==> config.mk <==
export PLATFORM = sky130hd
export DESIGN_NAME = regfile_dump_uart
export DESIGN_NICKNAME = d
export VERILOG_FILES = /design/src/rtl/regfile_dump_uart_pkg.sv /design/src/rtl/regfile_dump_uart_uart_byte_tx.sv /design/src/rtl/regfile_dump_uart.sv
export SDC_FILE = /design/constraint.sdc
export NUM_CORES = 2
export LEC_CHECK = 0
export CAP_MARGIN = 40
export CORE_AREA = 4 4 404 406
export CTS_CLUSTER_SIZE = 12
export DETAILED_ROUTE_END_ITERATION = 10
export DIE_AREA = 0 0 408 410
export HOLD_SLACK_MARGIN = 0.1
export PLACE_DENSITY = 0.6
export SLEW_MARGIN = 25
export SYNTH_ARGS = -nofsm -noshare
export SYNTH_HDL_FRONTEND = slang
export SYNTH_HIERARCHICAL = 1
export SYNTH_SLANG_ARGS = --single-unit
==> constraint.sdc <==
create_clock -name clock -period 5.9 [get_ports clock]
set_clock_uncertainty 0.2 [all_clocks]
set_input_delay 0.885 -clock clock [delete_from_list [all_inputs] [get_ports clock]]
set_output_delay 0.885 -clock clock [all_outputs]
set_load 0.01 [all_outputs]
==> src/rtl/regfile_dump_uart_pkg.sv <==
`default_nettype none
// ============================================================================
//  Module      : regfile_dump_uart_pkg
//  Description : Shared processor-debug definitions: frame FSM encoding,
//                UART bit-slot encoding, frame constants, byte helper.
//  Revision    : 1.0  initial release
// ============================================================================
package regfile_dump_uart_pkg;

    // Width of one architectural register on the tap bus
    localparam int REG_W = 32;

    // Frame FSM encoding
    localparam int                 STATE_W = 4;
    localparam logic [STATE_W-1:0] ST_IDLE = 4'd0;
    localparam logic [STATE_W-1:0] ST_SYNC = 4'd1;
    localparam logic [STATE_W-1:0] ST_IDX  = 4'd2;
    localparam logic [STATE_W-1:0] ST_D3   = 4'd3;
    localparam logic [STATE_W-1:0] ST_D2   = 4'd4;
    localparam logic [STATE_W-1:0] ST_D1   = 4'd5;
    localparam logic [STATE_W-1:0] ST_D0   = 4'd6;
    localparam logic [STATE_W-1:0] ST_CSUM = 4'd7;
    localparam logic [STATE_W-1:0] ST_DONE = 4'd8;

    // Leading marker byte of every dump frame
    localparam logic [7:0] SYNC_BYTE = 8'hA5;

    // UART bit-slot numbering: 0 = start, 1..8 = data, 9 = stop
    localparam logic [3:0] BIT_START = 4'd0;
    localparam logic [3:0] BIT_STOP  = 4'd9;

    // Byte sel of a 32-bit word, sel 3 = most significant byte
    function automatic logic [7:0] word_byte(input logic [31:0] word, input logic [1:0] sel);
        logic [7:0] b;
        case (sel)
            2'd3:    b = word[31:24];
            2'd2:    b = word[23:16];
            2'd1:    b = word[15:8];
            default: b = word[7:0];
        endcase
        return b;
    endfunction

endpackage
`default_nettype wire

==> src/rtl/regfile_dump_uart_uart_byte_tx.sv <==
`default_nettype none
// ============================================================================
//  Module      : uart_byte_tx
//  Description : 8N1 byte serialiser. The core counters walk the bit slots;
//                the line itself is a register one cycle behind the core, so
//                an accepted byte's start bit appears the cycle after the
//                handshake and back-to-back bytes leave no idle gap.
//  Revision    : 1.0  initial release
// ============================================================================
module uart_byte_tx
    import regfile_dump_uart_pkg::*;
#(
    parameter int CLKS_PER_BIT = 434
) (
    input  logic       clock,
    input  logic       reset,
    input  logic [7:0] tx_data,
    input  logic       tx_valid,
    output logic       tx_ready,
    output logic       uart_tx
);

    localparam int                BAUD_W    = $clog2(CLKS_PER_BIT);
    localparam logic [BAUD_W-1:0] BAUD_LAST = BAUD_W'(CLKS_PER_BIT - 1);
    // The core spends one cycle less in the stop slot: its idle cycle (which
    // is also the next byte's handshake cycle) supplies the final stop cycle.
    localparam logic [BAUD_W-1:0] STOP_LAST = BAUD_W'(CLKS_PER_BIT - 2);

    logic              active_q, active_d;
    logic [BAUD_W-1:0] baud_q,   baud_d;
    logic [3:0]        bit_q,    bit_d;
    logic [7:0]        shift_q,  shift_d;
    logic              tx_q;
    logic              w_line;

    assign tx_ready = ~active_q;
    assign uart_tx  = tx_q;

    // Line level the core wants for its current bit slot
    always_comb begin
        w_line = 1'b1;
        if (active_q) begin
            if (bit_q == BIT_START) begin
                w_line = 1'b0;
            end else if (bit_q == BIT_STOP) begin
                w_line = 1'b1;
            end else begin
                w_line = shift_q[0];
            end
        end
    end

    // Baud / bit counter and shift register advance
    always_comb begin
        active_d = active_q;
        baud_d   = baud_q;
        bit_d    = bit_q;
        shift_d  = shift_q;
        if (!active_q) begin
            if (tx_valid) begin
                active_d = 1'b1;
                baud_d   = '0;
                bit_d    = BIT_START;
                shift_d  = tx_data;
            end
        end else if (bit_q == BIT_STOP && baud_q == STOP_LAST) begin
            active_d = 1'b0;
            baud_d   = '0;
            bit_d    = BIT_START;
        end else if (baud_q == BAUD_LAST) begin
            baud_d = '0;
            bit_d  = bit_q + 4'd1;
            if (bit_q != BIT_START) begin
                shift_d = {1'b0, shift_q[7:1]};
            end
        end else begin
            baud_d = baud_q + BAUD_W'(1);
        end
    end

    // Serialiser state and registered line output
    always_ff @(posedge clock or negedge reset) begin
        if (!reset) begin
            active_q <= 1'b0;
            baud_q   <= '0;
            bit_q    <= BIT_START;
            shift_q  <= 8'h00;
            tx_q     <= 1'b1;
        end else begin
            active_q <= active_d;
            baud_q   <= baud_d;
            bit_q    <= bit_d;
            shift_q  <= shift_d;
            tx_q     <= w_line;
        end
    end

endmodule
`default_nettype wire

==> src/rtl/regfile_dump_uart.sv <==
`default_nettype none
// ============================================================================
//  Module      : regfile_dump_uart
//  Description : On start, snapshots the register taps and streams
//                SYNC, {index, 4 data bytes MSB first} per register, and an
//                XOR checksum as an 8N1 UART frame.
//  Revision    : 1.0  initial release
// ============================================================================
module regfile_dump_uart
    import regfile_dump_uart_pkg::*;
#(
    parameter int CLKS_PER_BIT = 434,
    parameter int NUM_REGS     = 32
) (
    input  logic                      clock,
    input  logic                      reset,
    input  logic                      start,
    input  logic [REG_W*NUM_REGS-1:0] reg_bus,
    output logic                      uart_tx,
    output logic                      busy,
    output logic                      done
);

    localparam int               IDX_W    = (NUM_REGS > 1) ? $clog2(NUM_REGS) : 1;
    localparam logic [IDX_W-1:0] LAST_IDX = IDX_W'(NUM_REGS - 1);

    logic [STATE_W-1:0]        state_q, state_d;
    logic [REG_W*NUM_REGS-1:0] snap_q, snap_d;
    logic [IDX_W-1:0]          idx_q, idx_d;
    logic [7:0]                csum_q, csum_d;
    logic                      csum_sent_q, csum_sent_d;
    logic                      tx_ready_q;

    logic [REG_W-1:0]          w_word;
    logic [7:0]                w_tx_data;
    logic                      w_tx_valid;
    logic                      w_tx_ready;
    logic                      w_hs;

    assign w_hs = w_tx_valid & w_tx_ready;

    uart_byte_tx #(
        .CLKS_PER_BIT (CLKS_PER_BIT)
    ) u_tx (
        .clock    (clock),
        .reset    (reset),
        .tx_data  (w_tx_data),
        .tx_valid (w_tx_valid),
        .tx_ready (w_tx_ready),
        .uart_tx  (uart_tx)
    );

    // Select the snapshot word of the register currently being sent
    always_comb begin
        w_word = '0;
        for (int i = 0; i < NUM_REGS; i++) begin
            if (idx_q == IDX_W'(i)) begin
                w_word = snap_q[i*REG_W +: REG_W];
            end
        end
    end

    // Frame state register
    always_ff @(posedge clock or negedge reset) begin
        if (!reset) begin
            state_q <= ST_IDLE;
        end else begin
            state_q <= state_d;
        end
    end

    // Frame next-state: each byte state advances on its handshake
    always_comb begin
        state_d = state_q;
        case (state_q)
            ST_IDLE: if (start) state_d = ST_SYNC;
            ST_SYNC: if (w_hs)  state_d = ST_IDX;
            ST_IDX:  if (w_hs)  state_d = ST_D3;
            ST_D3:   if (w_hs)  state_d = ST_D2;
            ST_D2:   if (w_hs)  state_d = ST_D1;
            ST_D1:   if (w_hs)  state_d = ST_D0;
            ST_D0:   if (w_hs)  state_d = (idx_q == LAST_IDX) ? ST_CSUM : ST_IDX;
            // The line lags the serialiser core by one cycle, so the last stop
            // bit ends one cycle after the core reports idle again.
            ST_CSUM: if (csum_sent_q && w_tx_ready && tx_ready_q) state_d = ST_DONE;
            ST_DONE: state_d = ST_IDLE;
            default: state_d = ST_IDLE;
        endcase
    end

    // Frame outputs: byte presented to the serialiser plus busy/done
    always_comb begin
        w_tx_valid = 1'b0;
        w_tx_data  = 8'h00;
        busy       = 1'b1;
        done       = 1'b0;
        case (state_q)
            ST_IDLE: busy = 1'b0;
            ST_SYNC: begin
                w_tx_valid = 1'b1;
                w_tx_data  = SYNC_BYTE;
            end
            ST_IDX: begin
                w_tx_valid = 1'b1;
                w_tx_data  = 8'(idx_q);
            end
            ST_D3: begin
                w_tx_valid = 1'b1;
                w_tx_data  = word_byte(w_word, 2'd3);
            end
            ST_D2: begin
                w_tx_valid = 1'b1;
                w_tx_data  = word_byte(w_word, 2'd2);
            end
            ST_D1: begin
                w_tx_valid = 1'b1;
                w_tx_data  = word_byte(w_word, 2'd1);
            end
            ST_D0: begin
                w_tx_valid = 1'b1;
                w_tx_data  = word_byte(w_word, 2'd0);
            end
            ST_CSUM: begin
                w_tx_valid = ~csum_sent_q;
                w_tx_data  = csum_q;
            end
            ST_DONE: begin
                busy = 1'b0;
                done = 1'b1;
            end
            default: busy = 1'b0;
        endcase
    end

    // Snapshot, register index and checksum bookkeeping
    always_comb begin
        snap_d      = snap_q;
        idx_d       = idx_q;
        csum_d      = csum_q;
        csum_sent_d = csum_sent_q;
        if (state_q == ST_IDLE && start) begin
            snap_d      = reg_bus;
            idx_d       = '0;
            csum_d      = 8'h00;
            csum_sent_d = 1'b0;
        end else if (w_hs) begin
            case (state_q)
                ST_IDX, ST_D3, ST_D2, ST_D1: csum_d = csum_q ^ w_tx_data;
                ST_D0: begin
                    csum_d = csum_q ^ w_tx_data;
                    idx_d  = idx_q + IDX_W'(1);
                end
                ST_CSUM: csum_sent_d = 1'b1;
                default: ;
            endcase
        end
    end

    // Datapath registers
    always_ff @(posedge clock or negedge reset) begin
        if (!reset) begin
            snap_q      <= '0;
            idx_q       <= '0;
            csum_q      <= 8'h00;
            csum_sent_q <= 1'b0;
            tx_ready_q  <= 1'b0;
        end else begin
            snap_q      <= snap_d;
            idx_q       <= idx_d;
            csum_q      <= csum_d;
            csum_sent_q <= csum_sent_d;
            tx_ready_q  <= w_tx_ready;
        end
    end

endmodule
`default_nettype wire

==> metrics.cfg <==
[synthesis]
ys_warn_count=6
synth-seq-cells=1066
syn_nets=7577
seq_area_frac_synth_pct=50.8
synth_area_leaders=dfrtp_1, nand2_1, clkbuf_1
netlist_instances=6538
yosysUniqueCellTypes=108
synth_ff_type=dfrtp_1
syn_area_per_cell_um2=8.04
synth_area_um2=52500
yosys.area.top_type_share_pct=50.7
async_flop_share_pct=100
synth_edf_count=0
yosysTopAreaCell=dfrtp_1

[power_and_ir_drop]
pwr-share-comb_pct=6.0
power_switching_uw=3580
peakVddDrop_mv=0.255
finalPower_uw=15700
swShare_pct=22.8
p_leak_uw=0.0347
internal-power_uw=12200
seq_power_share_pct=46.4
power.share.clock_pct=47.6
p_per_area_nw_per_um2=227

[clocking]
clockRootBuffer=clkbuf_16
post_cts_resized=0
cts_max_path_buffers=3
clock-sinks=1066
cts.repair_timing.setup_buffer_count=0
cts_buffers=116
hold_buffers=1
cts.clk_slew.worst_paths_ns=0.06
htree_levels=3
cts_tree=built
clk_latency_ns=0.79

[drt]
wl_um=324000
antenna_left=0
drt_iter0_markers=7065
wl_per_cell_um=33.6
viasPerCell=5.74
dr_wl_met3_um=25600
num_vias=55217
drc=0
dr.pass1.iters=6
routed-wl-met2_um=145000
m1WireLength_um=130000
top_layer_used=met5

[timing]
relSlewSlack_pct=24.1
setup_tns_ns=0
clock.fmax_mhz=180
worst_pin_slew_ns=1.14
final_max_slew_viol_count=0
setup_viol=0
final_hold_viol_count=0
fin_crit_sh_pct=93.9
fin_crit_ns=5.54
rsz0062_at_grt=false

[hold_path]
min_to=snap_q[66]$_DFFE_PN0P_
hp-class=reg -> reg
min_path_cells=2
holdCritStartpoint=snap_q[66]$_DFFE_PN0P_

[setup_path]
cp_common_cell=o21ai_0
ff2ff_path_depth=12
crit_arrival_ns=6.02
worstPathRequired_ns=6.38
reg2reg_slack_ns=0.36
path_class=reg -> reg
endpoint_kind=flip-flop
cp_cell_sequence=inv_1, ha_4, buf_4, nor4b_2, a22oi_1, a211oi_1, o21ai_0, a21oi_1, o21ai_0, a311o_1, a31oi_1, mux2i_1
slowest_delay_ns=0.64
setup.worst_path.start_class=flip-flop
cp_slowest_cell=buf_4
reg2reg_to=csum_q[3]$_DFFE_PN0P_
crit_fanout=56
r2r-start=idx_q[1]$_DFFE_PN0P_

[layout]
final_common_cell=nand2_1
final_cell_mix=nand2_1, dfrtp_1, clkdlybuf4s50_1
drive_gt1_share_pct=6.58
final_nets=8464
finalNonFillerCells=9621
fin_area_um2=69400
area_delta_synth_final_pct=32.0

[floorplan]
io_pins=1030
die_w_um=408
core_area_um2=160000
die_y_um=410
num_rows=147
initial_core_util_pct=32.9
fp.dieArea_um2=167000

[run_status]
status=complete, no violations

[global_routing]
gr-total-overflow=0
gr-usage-all-layers_pct=37.3
antenna_found_initial=38
grt_max_degree=181
grt_pass1_vias=54177
grt_first_pass_wirelength_um=439000

[placed_design]
routabilityCongestion=1.09
dp.final_hpwl_um=258000
dpl-instance-area_um2=65400
dp_cells=9387
io_buffers=1029

[run]
drv_cap=0

## registers in the layout (all words and copies together), names as in the netlist, 4 cells and up
| name | flops |
|---|---|
| csum_q | 8 |
| snap_q | 1024 |
| idx_q | 5 |
| state_q | 4 |
| u_tx/shift_q | 8 |
| u_tx/baud_q | 9 |
| u_tx/bit_q | 4 |
## critical path, delay by kind of cell (launching register included)
kind            cells  cell delay, ns
compound gates      7            2.70
buf+inv             2            0.80
fa+ha+maj           1            0.52
simple gates        1            0.50
flops               1            0.46
mux                 1            0.20
## Yosys cell counts, drive strengths merged, types with 11 or more instances
cell type	count
a2111oi	15
a211oi	42
a21o	31
a21oi	232
a221o	35
a221oi	64
a22o	11
a22oi	47
a2bb2oi	13
a31oi	27
a32oi	26
and2	11
and3	20
and4b	13
buf	153
clkbuf	329
dfrtp	1065
ha	12
inv	23
nand2	3264
nand2b	31
nand3	81
nand4	21
nand4b	12
nand4bb	12
nor2	203
nor2b	17
nor3	68
nor4	14
o2111ai	42
o211ai	46
o21a	12
o21ai	199
o221ai	44
o22ai	67
o2bb2ai	14
o32ai	24
or3	13
## power groups by stage
stage | Clock (uW) | Combinational (uW) | Sequential (uW)
5_1_grt | 7870 | 992 | 7310
6_report | 7490 | 938 | 7310
3_3_place_gp | 0 | 939 | 7440
3_5_place_dp | 0 | 941 | 7440
2_1_floorplan | 0 | 7.75 | 7450
4_1_cts | 7600 | 948 | 7310
## worst max-delay path by stage
stage,from,to,slack (ns),cells after the start
after CTS,idx_q[1]$_DFFE_PN0P_,csum_q[3]$_DFFE_PN0P_,0.58,12
after global routing,idx_q[1]$_DFFE_PN0P_,csum_q[3]$_DFFE_PN0P_,0.31,12
after global placement,idx_q[1]$_DFFE_PN0P_,csum_q[3]$_DFFE_PN0P_,0.58,12
after detailed placement,idx_q[1]$_DFFE_PN0P_,csum_q[3]$_DFFE_PN0P_,0.60,12
final,idx_q[1]$_DFFE_PN0P_,csum_q[3]$_DFFE_PN0P_,0.36,12
after floorplan,idx_q[1]$_DFFE_PN0P_,u_tx/shift_q[0]$_DFFE_PN0P_,1.76,18
## routing by layer
| layer | global-route usage, % | up-vias |
|---|---|---|
| met3 | 7.92 | 765 |
| met2 | 58.4 | 3077 |
| li1 | - | 23633 |
| met4 | 21.2 | 26 |
| met1 | 47.9 | 27716 |
| met5 | 0 | - |
## stage by stage
stage | utilization [%] | hold WS (ns) | setup WS (ns)
after global routing | 43.4 | 0.282 | 0.308
after detailed placement | 40.9 | 0.255 | 0.601
after CTS | 43.4 | 0.270 | 0.575
final | 43.4 | 0.273 | 0.359
after global placement | 40.8 | 0.254 | 0.579
after floorplan | - | 0.237 | 1.76
## logic make-up (layout without fill, tap and decap cells)
kind of cell / after synthesis / in the layout / share of synthesized area (%)
adders and majority gates: 12 / 12 / 0.286
buffers and inverters: 506 / 1490 / 4.25
xor gates and xnor gates: 12 / 12 / 0.200
muxes: 9 / 9 / 0.176
other: 0 / 13 / 0
AOI/OAI and AO/OA: 1081 / 1081 / 14.4
and+or+nand+nor: 3852 / 3852 / 29.9
DFF: 1066 / 1066 / 50.8
## layout make-up
cell class,instances,area [um^2]
diodes,13,32.5
clock buffers,177,3380
clock inverters,38,505
fillers,16185,90500
inverters,24,90.1
multi-input cells,4966,23800
flip-flops and latches,1066,26700
well taps,2086,2610
repair buffers,1251,12200
No activity file was read; power rests on OpenSTA's default activity.
